<file path="src/rtl/riscv_pkg.sv">
// Shared RV32I branch constants, the 2-bit predictor counter type and its update rule.
package riscv_pkg;

   localparam logic [6:0] OPC_BRANCH = 7'b1100011;

   localparam logic [2:0] F3_BEQ  = 3'b000;
   localparam logic [2:0] F3_BNE  = 3'b001;
   localparam logic [2:0] F3_BLT  = 3'b100;
   localparam logic [2:0] F3_BGE  = 3'b101;
   localparam logic [2:0] F3_BLTU = 3'b110;
   localparam logic [2:0] F3_BGEU = 3'b111;

   typedef enum logic [1:0] {
      SNT = 2'b00,
      WNT = 2'b01,
      WT  = 2'b10,
      ST  = 2'b11
   } ctr2_t;

   // Saturating step: moves one state toward taken (up=1) or not-taken (up=0).
   // The end states hold, so the counter never wraps.
   function automatic ctr2_t ctr2_next(input ctr2_t cur, input logic up);
      ctr2_t nxt;
      case (cur)
         SNT:     nxt = up ? WNT : SNT;
         WNT:     nxt = up ? WT  : SNT;
         WT:      nxt = up ? ST  : WNT;
         ST:      nxt = up ? ST  : WT;
         default: nxt = WNT;
      endcase
      return nxt;
   endfunction

endpackage

</file>
<file path="src/rtl/sat_counter2.sv">
// One branch history table entry: 2-bit saturating up/down counter with enable.
module sat_counter2
   import riscv_pkg::*;
(
   input  logic       clk,
   input  logic       rst_n,
   input  logic       en,
   input  logic       up,
   output logic [1:0] count
);

   ctr2_t count_r;

   // Reset to weakly not-taken; step only when this entry is being trained.
   always_ff @(posedge clk) begin
      if (!rst_n) begin
         count_r <= WNT;
      end else if (en) begin
         count_r <= ctr2_next(count_r, up);
      end else begin
         count_r <= count_r;
      end
   end

   assign count = count_r;

endmodule

</file>
<file path="src/rtl/branch_resolve_predict.sv">
// EX-stage branch resolution with a bimodal predictor table, redirect PC
// generation and saturating branch/mispredict statistics.
module branch_resolve_predict
   import riscv_pkg::*;
#(
   parameter int XLEN        = 32,
   parameter int BHT_ENTRIES = 64,
   parameter int CNT_W       = 32
) (
   input  logic             clk,
   input  logic             rst_n,
   input  logic [XLEN-1:0]  if_pc,
   output logic             if_pred_taken,
   input  logic [6:0]       ex_opcode,
   input  logic [2:0]       ex_funct3,
   input  logic [XLEN-1:0]  ex_rs1,
   input  logic [XLEN-1:0]  ex_rs2,
   input  logic [XLEN-1:0]  ex_pc,
   input  logic [XLEN-1:0]  ex_imm,
   input  logic             ex_pred_taken,
   input  logic             bolha,
   output logic             branch_taken,
   output logic             mispredict,
   output logic [XLEN-1:0]  redirect_pc,
   input  logic             stat_clr,
   output logic [CNT_W-1:0] stat_branches,
   output logic [CNT_W-1:0] stat_mispredicts
);

   localparam int IDX_W = $clog2(BHT_ENTRIES);
   localparam logic [XLEN-1:0]  PC_STEP = {{(XLEN-3){1'b0}}, 3'b100};
   localparam logic [CNT_W-1:0] CNT_ONE = {{(CNT_W-1){1'b0}}, 1'b1};
   localparam logic [CNT_W-1:0] CNT_MAX = {CNT_W{1'b1}};

   logic             vb_s;
   logic             cond_s;
   logic             taken_s;
   logic             mispredict_s;
   logic             eq_s;
   logic             lt_s;
   logic             ltu_s;
   logic [IDX_W-1:0] if_idx_s;
   logic [IDX_W-1:0] ex_idx_s;
   logic [1:0]       bht_s [BHT_ENTRIES];
   logic [1:0]       if_ctr_s;
   logic [CNT_W-1:0] stat_branches_r;
   logic [CNT_W-1:0] stat_mispredicts_r;
   logic             unused_s;

   assign vb_s  = (ex_opcode == OPC_BRANCH) && !bolha;
   assign eq_s  = (ex_rs1 == ex_rs2);
   assign lt_s  = ($signed(ex_rs1) < $signed(ex_rs2));
   assign ltu_s = (ex_rs1 < ex_rs2);

   // Branch condition decode; the reserved funct3 codes resolve as not-taken.
   always_comb begin
      cond_s = 1'b0;
      case (ex_funct3)
         F3_BEQ:  cond_s = eq_s;
         F3_BNE:  cond_s = !eq_s;
         F3_BLT:  cond_s = lt_s;
         F3_BGE:  cond_s = !lt_s;
         F3_BLTU: cond_s = ltu_s;
         F3_BGEU: cond_s = !ltu_s;
         default: cond_s = 1'b0;
      endcase
   end

   assign taken_s      = vb_s && cond_s;
   assign mispredict_s = vb_s && (taken_s ^ ex_pred_taken);

   assign branch_taken = taken_s;
   assign mispredict   = mispredict_s;
   assign redirect_pc  = ex_pc + (taken_s ? ex_imm : PC_STEP);

   // Word-aligned PCs index the table; upper bits alias freely.
   assign if_idx_s = if_pc[IDX_W+1:2];
   assign ex_idx_s = ex_pc[IDX_W+1:2];

   for (genvar gi = 0; gi < BHT_ENTRIES; gi++) begin : g_bht
      sat_counter2 u_ctr (
         .clk   (clk),
         .rst_n (rst_n),
         .en    (vb_s && (ex_idx_s == IDX_W'(gi))),
         .up    (taken_s),
         .count (bht_s[gi])
      );
   end

   // Lookup reads the stored value, so a same-cycle update is not visible yet.
   assign if_ctr_s      = bht_s[if_idx_s];
   assign if_pred_taken = if_ctr_s[1];

   // Statistics: clear wins over counting, both counters stick at all-ones.
   always_ff @(posedge clk) begin
      if (!rst_n) begin
         stat_branches_r    <= {CNT_W{1'b0}};
         stat_mispredicts_r <= {CNT_W{1'b0}};
      end else if (stat_clr) begin
         stat_branches_r    <= {CNT_W{1'b0}};
         stat_mispredicts_r <= {CNT_W{1'b0}};
      end else begin
         if (vb_s && (stat_branches_r != CNT_MAX)) begin
            stat_branches_r <= stat_branches_r + CNT_ONE;
         end else begin
            stat_branches_r <= stat_branches_r;
         end
         if (mispredict_s && (stat_mispredicts_r != CNT_MAX)) begin
            stat_mispredicts_r <= stat_mispredicts_r + CNT_ONE;
         end else begin
            stat_mispredicts_r <= stat_mispredicts_r;
         end
      end
   end

   assign stat_branches    = stat_branches_r;
   assign stat_mispredicts = stat_mispredicts_r;

   assign unused_s = ^{if_pc[XLEN-1:IDX_W+2], if_pc[1:0], if_ctr_s[0]};

endmodule

</file>
<file path="config.mk">
export PLATFORM = sky130hd
export DESIGN_NAME = branch_resolve_predict
export DESIGN_NICKNAME = d
export VERILOG_FILES = /design/src/rtl/riscv_pkg.sv /design/src/rtl/sat_counter2.sv /design/src/rtl/branch_resolve_predict.sv
export SDC_FILE = /design/constraint.sdc
export NUM_CORES = 1
export LEC_CHECK = 0
export ABC_AREA = 1
export BUFFER_PORTS_ARGS = -buffer_cell sky130_fd_sc_hd__buf_4
export CAP_MARGIN = 20
export CORE_ASPECT_RATIO = 1.75
export CORE_MARGIN = 4
export CORE_UTILIZATION = 25
export CTS_BUF_LIST = sky130_fd_sc_hd__clkbuf_16
export DETAILED_ROUTE_END_ITERATION = 12
export GPL_TIMING_DRIVEN = 0
export PLACE_DENSITY = 0.54
export SYNTH_ARGS = -nofsm -noshare
export SYNTH_HDL_FRONTEND = slang
export SYNTH_HIERARCHICAL = 1
export SYNTH_SLANG_ARGS = --single-unit
</file>
<file path="constraint.sdc">
create_clock -name clk -period 23.8 [get_ports clk]
set_input_delay 7.14 -clock clk [delete_from_list [all_inputs] [get_ports clk]]
set_output_delay 7.14 -clock clk [all_outputs]
set_load 0.02 [all_outputs]
</file>
Word-level counts from Yosys, hierarchy flattened
Index checks and enable logic that the tools add are counted.
{"block": "totals", "ff_bits": 192, "in_bits": 175, "wordCells": 552}
{"block": "op_classes", "n_lt_le_gt_ge": 3, "bitwise_logic": 3, "muxes": 73, "n_eq_ne": 264, "reduce_logical": 140, "n_addsub": 3}
{"op": "2-bit case mux with 4 select lines", "n": 64}
{"op": "2-bit == test, second input constant", "n": 128}
{"op": "6-bit == test, second input constant", "n": 32}
{"op": "2-bit by 1-bit == test with 1-bit output, second input constant", "n": 64}
{"op": "2-bit zero test", "n": 64}
{"op": "6-bit by 5-bit == test with 1-bit output, second input constant", "n": 16}
{"op": "1-bit logical AND", "n": 69}
{"op": "32-bit by 1-bit adder with 32-bit output, second input constant", "n": 2}
{"op": "32-bit < comparator", "n": 2}
{"op": "32-bit inequality test, second input constant", "n": 2}
{"op": "6-bit by 4-bit == test with 1-bit output, second input constant", "n": 8}
{"op": "32-bit adder", "n": 1}
{"op": "32-bit == test", "n": 1}
{"op": "32-bit 2-to-1 mux", "n": 1}
{"op": "6-bit by 3-bit == test with 1-bit output, second input constant", "n": 4}
{"op": "2-bit binary-select mux with 6-bit select", "n": 1}
{"op": "3-bit == test, second input constant", "n": 4}
{"op": "6-bit by 2-bit == test with 1-bit output, second input constant", "n": 2}
{"op": "2-bit 2-to-1 mux", "n": 4}
{"op": "7-bit == test, second input constant", "n": 1}
{"op": "7-bit greater-or-equal comparator, second input constant", "n": 1}
{"op": "6-bit inverter with 7-bit output", "n": 1}
{"op": "6-bit by 1-bit == test with 1-bit output, second input constant", "n": 1}
{"op": "6-bit zero test", "n": 1}
{"op": "8 further kinds", "n": 12}

Longest topological paths before layout
Gate-level depths: netlist of run 1.
{"block": "logic_depth", "word_depth": 7, "ltp_mapped": 34, "depth_no_buf": 34}

By module
Netlist of run 1, hierarchy kept.
{"mod": "branch_resolve_predict", "seq_area_each_um2": 1281.2, "cells_per_inst": 1347, "n_inst": 1, "area_each_um2": 7653.6}
{"mod": "sat_counter2", "seq_area_each_um2": 40.0, "cells_per_inst": 17, "n_inst": 64, "area_each_um2": 115.1}

Least setup slack after synthesis of run 1
Ideal clock, no wire load.
{"block": "synth_path", "path_kind": "input port to output port", "from": "input port ex_rs2[31]", "to": "output port redirect_pc[22]", "setup_slack_ps": 1451, "n_path_buf": 0, "arrival_ps": 15209, "path_stages": 24, "t_required_ps": 16660, "cell_sequence": "inv_1 -> ha_1 -> nand2_1 -> nor2_2 -> nand2_1 -> nor3b_2 -> nand2_1 -> nand2_1 -> nand2_1 -> nand2_1 -> nand2_1 -> nand2_1 -> nor2_1 -> nor2_1 -> nand2_1 -> fa_1 -> o21ai_1 -> a21boi_0 -> o21ai_1 -> a21oi_1 -> o21ai_1 -> a21boi_0 -> o21ai_0 -> xor2_1"}
{"block": "synth_between", "elab_chain_cells": 6}
{"item": "start, declared", "line_no": "branch_resolve_predict.sv:17", "text": "input logic [XLEN-1:0] ex_rs2,"}
{"item": "32-bit < comparator, or another cell as far along", "line_no": "branch_resolve_predict.sv:53", "text": "assign ltu_s = (ex_rs1 < ex_rs2);"}
{"item": "1-bit zero test (on tied branches)", "line_no": "branch_resolve_predict.sv:64, branch_resolve_predict.sv:60, branch_resolve_predict.sv:62"}
{"item": "1-bit case mux with 6 select lines *", "line_no": "branch_resolve_predict.sv:58", "text": "case (ex_funct3)"}
{"item": "1-bit logical AND *", "line_no": "branch_resolve_predict.sv:69", "text": "assign taken_s = vb_s && cond_s;"}
{"item": "named net branch_taken", "line_no": "branch_resolve_predict.sv:22", "text": "output logic branch_taken,"}
{"item": "32-bit 2-to-1 mux *", "line_no": "branch_resolve_predict.sv:74", "text": "assign redirect_pc = ex_pc + (taken_s ? ex_imm : PC_STEP);"}
{"item": "32-bit adder *", "line_no": "branch_resolve_predict.sv:74"}
{"item": "end, declared", "line_no": "branch_resolve_predict.sv:24", "text": "output logic [XLEN-1:0] redirect_pc,"}
Mark *: on every way through the listed nets, which the timed path passes. The rest lies on a longest branch.

Final worst setup path of run 1
{"block": "layout_path", "from": "input port ex_rs2[31]", "to": "output port redirect_pc[27]"}
{"block": "layout_between", "elab_chain_cells": 6}
{"item": "32-bit < comparator, or another cell as far along", "line_no": "branch_resolve_predict.sv:53"}
{"item": "1-bit zero test (on tied branches)", "line_no": "branch_resolve_predict.sv:64, branch_resolve_predict.sv:60, branch_resolve_predict.sv:62"}
{"item": "1-bit case mux with 6 select lines *", "line_no": "branch_resolve_predict.sv:58"}
{"item": "1-bit logical AND *", "line_no": "branch_resolve_predict.sv:69"}
{"item": "32-bit 2-to-1 mux *", "line_no": "branch_resolve_predict.sv:74"}
{"item": "32-bit adder *", "line_no": "branch_resolve_predict.sv:74"}
Mark *: on every way between the ends. The rest lies on a longest branch, timed or not.

==> out/qor.txt, run 1 <==
outcome - finished clean
most frequent cells after synthesis - 716 x nand2_1, 366 x inv_1, 268 x nor2_1, 192 x dfxtp_1, 131 x inv_2
Yosys top cell area share - 0.256
total track usage - 0.158
Static Leak - 7.87 nW
Max VDD drop - 0.0527 mV
Clock Latency Late Sink - 0.48 ns
global placer's final weighted congestion - 0.872
setup bufs post-CTS - 0
Buffers on Ports - 246
RR Endpoint - stat_mispredicts[29]
critical path capture point type - primary output
die width - 193 microns
Setup crit start - ex_rs2[31]
initial antenna violation count - 2
CTS clk-pin slew, worst paths - 0.07 ns
setup violators final - 0
Post-Syn Area - 15000 sq um
DRC Markers - 0
core area - 59400 sq um
post-CTS sizing - 0
Setup Skew - 0.0163 ns
Post-synth EDFFs - 0
Final Net Count - 2945
CP max-delay cell - o21ai_1
setup TNS - 0 ns
dominant synthesized flop cell - dfxtp_1
Slew Limit Headroom - 0.462
asr flop ratio synth - 0
Max-Cap Viols - 0
Routed wire per std cell - 14.8 microns
Peak Freq - 0.0509 GHz
Worst EP required - 16.66 ns
RSZ-0062 raised after global routing - false
CTS Buffer Depth - 2
Rows - 118
Die Height - 332 microns
Yosys warnings - 6
NetSw - 0.215 mW
P per Cell Area - 38.6 nW/um^2
clock network power share - 0.426
register share of total power - 0.448
crit-path most repeated cell - nand2_1
switching part of the total - 0.300
clk sinks - 192
DR pass1 iterations - 5
register area share after synthesis - 0.256
Stages on worst setup path - 30
Startpoint Class - input port
synth top area cells - dfxtp_1 26%, nand2_1 18%, inv_1 9.1%
arrival time worst endpoint - 12.51 ns
post-route cell area - 18600 sq um
H-tree depth - 4
Die ar. - 64200 sq um
Routed Antenna Nets - 0
Mapped Cells - 2435
CP delay by family, top - compound AO/OA/AOI/OAI gates
flops & latches, synth - 192
Buf/Inv on CP - 5
synthesized area per cell - 6.17 sq um
CP max FO - 10
syn_nets - 2676
Min-Delay Path Class - flop to flop
HPWL Detailed - 42300 microns
initial drt markers - 608
crit share post-route - 0.826
largest net degree at the start of global routing - 89
worst-margin pin slew - 0.807 ns
TritonCTS Buffers - 17
library cells used by synthesis - 46
IO Pins - 274
Crit Path Category - input port to primary output
layout cells sized above 1 - 0.234
Setup WS pre-CTS - 3.92 ns
max incr delay on CP - 0.42 ns
CTS root buf - clkbuf_16
placed cell areas - 17900 sq um
FF-to-FF Start - stat_mispredicts[0]
P_int - 0.502 mW
Initial Util - 0.253
via count - 15700
reg2reg setup slack - 20.99 ns
most common cell in the netlist - nand2_1
worst setup path end - redirect_pc[27]
drt total wl - 51700 microns
post-synth top area cell - dfxtp_1
Comb pwr share - 0.126
Post-CTS Hold Fix Bufs - 0
first-pass GRT wire length - 81100 microns
Area Overhead vs Synth - 23.5%
R2R depth - 12
routed vias/inst - 4.48
Slew Limit Fails - 0
Final WS setup - 4.15 ns
CTS tree - yes
final hold violation count - 0
total congestion overflow - 0
hold slack - 0.481 ns
post-layout min period - 19.65 ns
vias in the first global route - 15100
## worst min path at each step
| stage | depth (start not counted) | to | slack, ns | startpoint |
|---|---|---|---|---|
| floorplan | 2 | g_bht[10].u_ctr/count[1] | 0.47 | g_bht[10].u_ctr/count[1] |
| global placement | 2 | stat_branches[16] | 0.47 | stat_branches[16] |
| detailed placement | 2 | stat_branches[4] | 0.47 | stat_branches[4] |
| CTS | 2 | stat_branches[4] | 0.48 | stat_branches[4] |
| global route | 2 | stat_branches[16] | 0.51 | stat_branches[16] |
| finish | 2 | stat_branches[4] | 0.48 | stat_branches[4] |
## logic make-up after synthesis
family                   count (synthesis)  share of synthesized area
buffers and inverters                  530                      0.135
flip-flops                             192                      0.256
AND/OR/NAND/NOR                       1156                      0.315
adder cells (fa/ha/maj)                 66                     0.0555
XOR/XNOR                                34                     0.0198
AO/OA/AOI/OAI                          457                      0.219
## state kept, by name, indices dropped and copies added (netlist names)
name               cells
stat_branches         32
g_bht.u_ctr/count    128
stat_mispredicts      32
## power groups by stage
stage	Sequential, mW	Clock [mW]	Combinational [mW]
after global placement	0.329	0	0.0903
after floorplan	0.329	0	0.0424
after detailed placement	0.329	0	0.0910
after global routing	0.321	0.328	0.100
final	0.321	0.305	0.0901
after CTS	0.321	0.319	0.0914
## worst reg2reg max path: cells and delay by family, from the launching register on
family / cells / cell delay [ns]
flip-flops: 1 / 0.38
adder cells (fa/ha/maj): 1 / 0.22
AND/OR/NAND/NOR: 11 / 2.07
## layer usage
layer,share of wire,global-route usage,vias up,wire [microns]
li1,-,-,8203,-
met1,0.41,0.179,7056,21000
met2,0.52,0.294,339,26800
met3,0.046,0.0289,73,2380
met4,0.030,0.0586,0,1530
met5,0,0,-,0
## layout by cell type (no fill, tap or decap), drive strengths merged
cell,instances
o221ai,2
o21bai,1
buf,262
o21ai,136
clkinv,9
fa,1
or2,1
inv,503
o211a,1
a21o,5
nand3,63
nand3b,2
nand2,716
a41oi,1
a2111oi,1
and2,2
a211oi,1
clkbuf,38
o22ai,19
dfxtp,192
ha,65
xnor2,14
xor2,20
nor2,271
nor4,15
nor3b,3
a221oi,1
diode,2
o31ai,2
a21boi,69
a31oi,13
a21oi,200
nor3,40
nand4,43
o21a,5
## area by class of cell
| cell class | instances | area, sq um |
|---|---|---|
| antenna | 2 | 5.00 |
| buffer | 33 | 158 |
| clock buffer | 17 | 425 |
| clock inverter | 15 | 189 |
| fill | 6730 | 40800 |
| inverter | 497 | 1870 |
| multi-input combinational | 1713 | 9160 |
| sequential | 192 | 3840 |
| tap | 780 | 976 |
| timing repair buffer | 250 | 1930 |
## metrics by stage
| stage | instances | power, mW | utilization |
|---|---|---|---|
| 4_1_cts | 3497 | 0.732 | 0.313 |
| 3_5_place_dp | 3465 | 0.420 | 0.302 |
| 3_3_place_gp | 3461 | 0.419 | 0.301 |
| 5_1_grt | 3498 | 0.749 | 0.313 |
| 6_report | 3499 | 0.716 | 0.313 |
| 2_1_floorplan | 2435 | 0.371 | - |
No activity file was read; power rests on OpenSTA's default activity.
==> inputs of run 2 (changes only) <==
==> constraint.sdc (replaced) <==
create_clock -name clk -period 18.16 [get_ports clk]
set_input_delay 5.448 -clock clk [delete_from_list [all_inputs] [get_ports clk]]
set_output_delay 5.448 -clock clk [all_outputs]
set_load 0.02 [all_outputs]
==> out/qor.txt, run 2 (synthesis gave the netlist of run 1 again) <==
initial drt markers - 761 (+25%)
Max VDD drop - 0.0548 mV (+3.9%)
most crowded layer after global routing - met2
global routing usage on met3 - 0.0154 (-0.0135)
global placer's final weighted congestion - 0.893 (+2.4%)
Static Leak - 7.85 nW (-0.31%)
core area - 59400 sq um (unchanged)
Crit Path Category - input port to primary output
Worst EP required - 12.71 ns (-3.95 ns)
R2R depth - 12 (unchanged)
Slew Limit Fails - 0 (unchanged)
largest net degree at the start of global routing - 72 (-19%)
crit share post-route - 0.892
Routed Antenna Nets - 0 (unchanged)
Max-Cap Viols - 0 (unchanged)
Multi-input gate area - 9160 sq um (unchanged)
max incr delay on CP - 0.52 ns (+0.10 ns)
number of flip-flops in the largest register - 128 (unchanged)
Die Height - 332 microns (unchanged)
critical path capture point type - primary output
arrival time worst endpoint - 10.76 ns (-1.75 ns)
Reg area - 3840 sq um (unchanged)
first-pass GRT wire length - 78900 microns (-2.7%)
clk sinks - 192 (unchanged)
IO Pins - 274 (unchanged)
Buffers on Ports - 246 (unchanged)
setup violators final - 0 (unchanged)
CTS Buffer Depth - 2 (unchanged)
CTS root buf - clkbuf_16
CP delay by family, top - compound AO/OA/AOI/OAI gates
via count - 15500 (-0.82%)
routed vias/inst - 4.44 (-0.79%)
Rows - 118 (unchanged)
H-tree depth - 4 (unchanged)
worst-margin pin slew - 0.942 ns (+0.135 ns)
CTS clk-pin slew, worst paths - 0.07 ns (about the same)
commonest non-fill, non-tap cell in the layout - nand2_1
RSZ-0062 raised after global routing - false
total track usage - 0.150 (-0.00795)
placed cell areas - 17900 sq um (about the same)
utilization after layout - 0.312 (-0.000928)
Clock Latency Late Sink - 0.46 ns (-0.02 ns)
die width - 193 microns (unchanged)
Die ar. - 64200 sq um (unchanged)
HPWL Detailed - 39500 microns (-6.4%)
Final Net Count - 2945 (unchanged)
hold depth - 2 (unchanged)
Buf/Inv on CP - 5 (unchanged)
post-route cell area - 18500 sq um (-0.30%)
post-layout min period - 16.21 ns
final hold violation count - 0 (unchanged)
P per Cell Area - 49.6 nW/um^2 (+29%)
met2 global-route usage - 0.282 (-0.0112)
TritonCTS Buffers - 17 (unchanged)
Slew Limit Headroom - 0.370 (-0.0917)
commonest non-fill, non-tap cells in the layout - 716 x nand2_1, 369 x inv_1, 267 x nor2_1, 246 x buf_4, 192 x dfxtp_1
drt total wl - 49300 microns (-4.6%)
met1 usage - 0.170 (-0.00874)
crit-path most repeated cell - nand2_1
total congestion overflow - 0 (unchanged)
post-CTS sizing - 0 (unchanged)
Initial Util - 0.253 (unchanged)
Area Overhead vs Synth - 23.2%
Stages on worst setup path - 28 (-6.7%)
Startpoint Class - input port
Setup Skew - 0.0109 ns (-0.00536 ns)
DR pass1 iterations - 5 (unchanged)
initial antenna violation count - 2 (unchanged)
CP max FO - 10 (unchanged)
setup bufs post-CTS - 0 (unchanged)
Routed wire per std cell - 14.1 microns (-4.6%)
layout cells sized above 1 - 0.232 (-0.00212)
Post-CTS Hold Fix Bufs - 0 (unchanged)
Min-Delay Path Class - flop to flop
DRC Markers - 0 (unchanged)
outcome - finished clean
CTS tree - yes
fillers - 6722 (-0.12%)
Peak Freq - 0.0617 GHz
vias in the first global route - 15000 (-0.46%)
CP max-delay cell - o21ai_1
==> run 2: worst paths after layout <==
path	startpoint	to	slack (ns)
min	stat_branches[16]	stat_branches[16]	0.48
max reg2reg	stat_mispredicts[1]	stat_mispredicts[20]	15.31
max	ex_rs1[21]	redirect_pc[22]	1.95
min reg2reg	stat_branches[16]	stat_branches[16]	0.48
==> run 2: report_power, final <==
group	switching (mW)	leakage [nW]	internal [mW]
Combinational	0.0663	6.03	0.0491
Sequential	0.0000384	1.55	0.421
Clock	0.182	0.267	0.199
Total	0.249	7.85	0.669
==> run 2: cell type report <==
class,instances,share of cell area
Tap cell,780,0.0527
Clock buffer,17,0.0230
Antenna cell,2,0.000270
Clock inverter,14,0.00683
Inverter,497,0.101
Buffer,33,0.00852
Sequential cell,192,0.208
Multi-Input combinational cell,1713,0.495
Timing Repair Buffer,250,0.105
==> run 2: layer usage <==
layer  share of wire  up-vias
met1            0.41     7036
li1                -     8188
met5               0        -
met4           0.041        0
met2            0.52      242
met3           0.024       77
==> run 2: tightest hold or removal path: stages, from the launching register on <==
cell and delay [ns]:
dfxtp_1 0.34, inv_1 0.06, a21oi_1 0.05
==> run 2: metrics by stage <==
step           setup slack, ns  setup TNS (ns)  power (mW)  hold slack [ns]  std cells
2_1_floorplan             1.00               0       0.486            0.467       2435
3_3_place_gp             -1.88          -35.80       0.546            0.466       3461
3_5_place_dp              1.78               0       0.547            0.475       3465
4_1_cts                   1.77               0       0.935            0.487       3496
5_1_grt                   1.25               0       0.958            0.503       3497
6_report                  1.95               0       0.918            0.478       3498
==> inputs of run 3 (changes only) <==
==> constraint.sdc (replaced) <==
create_clock -name clk -period 18.16 [get_ports clk]
set_input_delay 5.448 -clock clk [delete_from_list [all_inputs] [get_ports clk]]
set_output_delay 5.448 -clock clk [all_outputs]
set_load 0.1 [all_outputs]
==> out/qor.txt, run 3 (synthesis gave the netlist of run 1 again) <==
setup TNS - 0 ns (unchanged)
Clock Latency Late Sink - 0.45 ns (about the same)
drt total wl - 49900 microns (+1.2%)
die width - 193 microns (unchanged)
Rows - 118 (unchanged)
Worst EP required - 12.71 ns (about the same)
fillers - 6692 (-0.45%)
Setup Skew - 0.0109 ns (-0.0000280 ns)
critical path capture point type - primary output
final hold violation count - 0 (unchanged)
initial antenna violation count - 6 (+4)
Max-Cap Viols - 0 (unchanged)
post-layout min period - 16.03 ns (-0.177 ns)
number of flip-flops in the largest register - 128 (unchanged)
first-pass GRT wire length - 78100 microns (-1.0%)
worst-margin pin slew - 0.871 ns (-0.0712 ns)
Routed Antenna Nets - 0 (unchanged)
Static Leak - 7.84 nW (-0.16%)
largest net degree at the start of global routing - 69 (-4.2%)
FF-to-FF Start - stat_mispredicts[0]
Crit Path Category - input port to primary output
commonest non-fill, non-tap cell in the layout - nand2_1
clock network power share - 0.391 (-0.025)
outcome - finished clean
Post-CTS Hold Fix Bufs - 0 (unchanged)
CP max-delay cell - fa_1
DRC Markers - 0 (unchanged)
CP max FO - 10 (unchanged)
via count - 15700 (+0.73%)
total track usage - 0.150 (about the same)
Setup crit start - ex_rs1[19]
Buf/Inv on CP - 6 (+1)
crit share post-route - 0.883 (-0.00976)
global placer's final weighted congestion - 0.903 (+1.1%)
H-tree depth - 4 (unchanged)
CTS Buffer Depth - 2 (unchanged)
total placed cells including tap cells - 3465 (unchanged)
Final Net Count - 2945 (unchanged)
clk sinks - 192 (unchanged)
CTS tree - yes
setup bufs post-CTS - 0 (unchanged)
Die Height - 332 microns (unchanged)
arrival time worst endpoint - 10.58 ns (-0.18 ns)
NetSw - 0.283 mW (+14%)
Reg area - 3840 sq um (unchanged)
CTS clk-pin slew, worst paths - 0.07 ns (about the same)
Routed wire per std cell - 14.2 microns (+1.1%)
DR pass1 iterations - 5 (unchanged)
Slew Limit Headroom - 0.419 (+0.0490)
vias in the first global route - 15000 (-0.15%)
IO Pins - 274 (unchanged)
switching part of the total - 0.304 (+0.0331)
Min-Delay Path Class - flop to flop
Hold Path Origin - stat_branches[4]
hold slack - 0.469 ns (-0.00868 ns)
RSZ-0062 raised after global routing - false
post-CTS sizing - 0 (unchanged)
Slew Limit Fails - 0 (unchanged)
core area - 59400 sq um (unchanged)
CP delay by family, top - compound AO/OA/AOI/OAI gates
register share of total power - 0.453 (-0.005)
CTS root buf - clkbuf_16
Initial Util - 0.253 (unchanged)
crit-path most repeated cell - nand2_1
fin cells - 3501 (+0.086%)
Max VDD drop - 0.0401 mV (-27%)
setup violators final - 0 (unchanged)
routed vias/inst - 4.47 (+0.64%)
initial drt markers - 697 (-8.4%)
Buffers on Ports - 246 (unchanged)
commonest non-fill, non-tap cells in the layout - 716 x nand2_1, 367 x inv_1, 267 x nor2_1, 246 x buf_4, 192 x dfxtp_1
max incr delay on CP - 0.42 ns (-0.10 ns)
Peak Freq - 0.0624 GHz (+1.1%)
layout cells sized above 1 - 0.233 (+0.00102)
HPWL Detailed - 40400 microns (+2.2%)
Comb pwr share - 0.156 (+0.030)
Startpoint Class - input port
TritonCTS Buffers - 17 (unchanged)
total congestion overflow - 0 (unchanged)
P per Cell Area - 50.2 nW/um^2 (+1.3%)
Multi-input gate area - 9160 sq um (unchanged)
Die ar. - 64200 sq um (unchanged)
P_int - 0.647 mW (-3.4%)
Area Overhead vs Synth - 23.1% (about the same)
run 3: changes by cell type in the layout (fill, tap and decap cells not counted):
cell,change
clkinv_4,+5
inv_8,+1
clkinv_8,+1
inv_1,-2
bufinv_16,-2
clkinv_2,-1
clkinvlp_4,-1
buf_12,+1
buf_16,-1
diode_2,+2
run 3: power groups by stage:
stage          sequential (mW)  combinational, mW  clock (mW)
4_1_cts                  0.421              0.146       0.377
3_5_place_dp             0.431              0.146           0
2_1_floorplan            0.431             0.0842           0
5_1_grt                  0.421              0.157       0.391
3_3_place_gp             0.431              0.145           0
6_report                 0.421              0.145       0.364
run 3: worst register-to-register path, cell delays in order, from the launching register on:
cell     delay (ns)
dfxtp_1        0.33
ha_1           0.24
nand3_1        0.10
nor2_1         0.10
nand4_1        0.14
nor2_1         0.05
nand2_1        0.21
nand3_1        0.13
nor2_1         0.22
nand2_1        0.17
nor3_1         0.47
nand2_1        0.09
nor2_1         0.11
nand3_1        0.09
nand2_1        0.07
inv_1          0.04
nor2_1         0.08
run 3: per-layer routing:
layer  wire length [microns]  GRT usage
met1                   19800      0.159
met2                   26200      0.286
met3                    1500     0.0224
met4                    2400     0.0749
met5                       7          0
run 3: layout make-up:
| cell class | instances | area share |
|---|---|---|
| clock buffer | 17 | 0.0230 |
| timing repair buffer | 250 | 0.105 |
| buffer | 33 | 0.00853 |
| clock inverter | 15 | 0.00636 |
| sequential | 192 | 0.208 |
| multi-input combinational | 1713 | 0.495 |
| tap | 780 | 0.0528 |
| inverter | 497 | 0.101 |
| antenna | 4 | 0.000541 |
run 3: per-stage QoR:
stage	util	instance area (sq um)	total power [mW]	worst slack, ns
after floorplan	-	15000	0.515	0.759
after CTS	0.311	18500	0.944	2.06
after global placement	0.301	17900	0.576	0.108
after detailed placement	0.302	17900	0.576	2.06
final	0.312	18500	0.929	2.13
after global routing	0.312	18500	0.968	1.58
run 3: worst paths after layout:
kind	endpoint	cells after the start	slack, ns
max	redirect_pc[22]	30	2.13
min	stat_branches[4]	2	0.47
max reg2reg	stat_mispredicts[30]	16	15.45
min reg2reg	stat_branches[4]	2	0.47
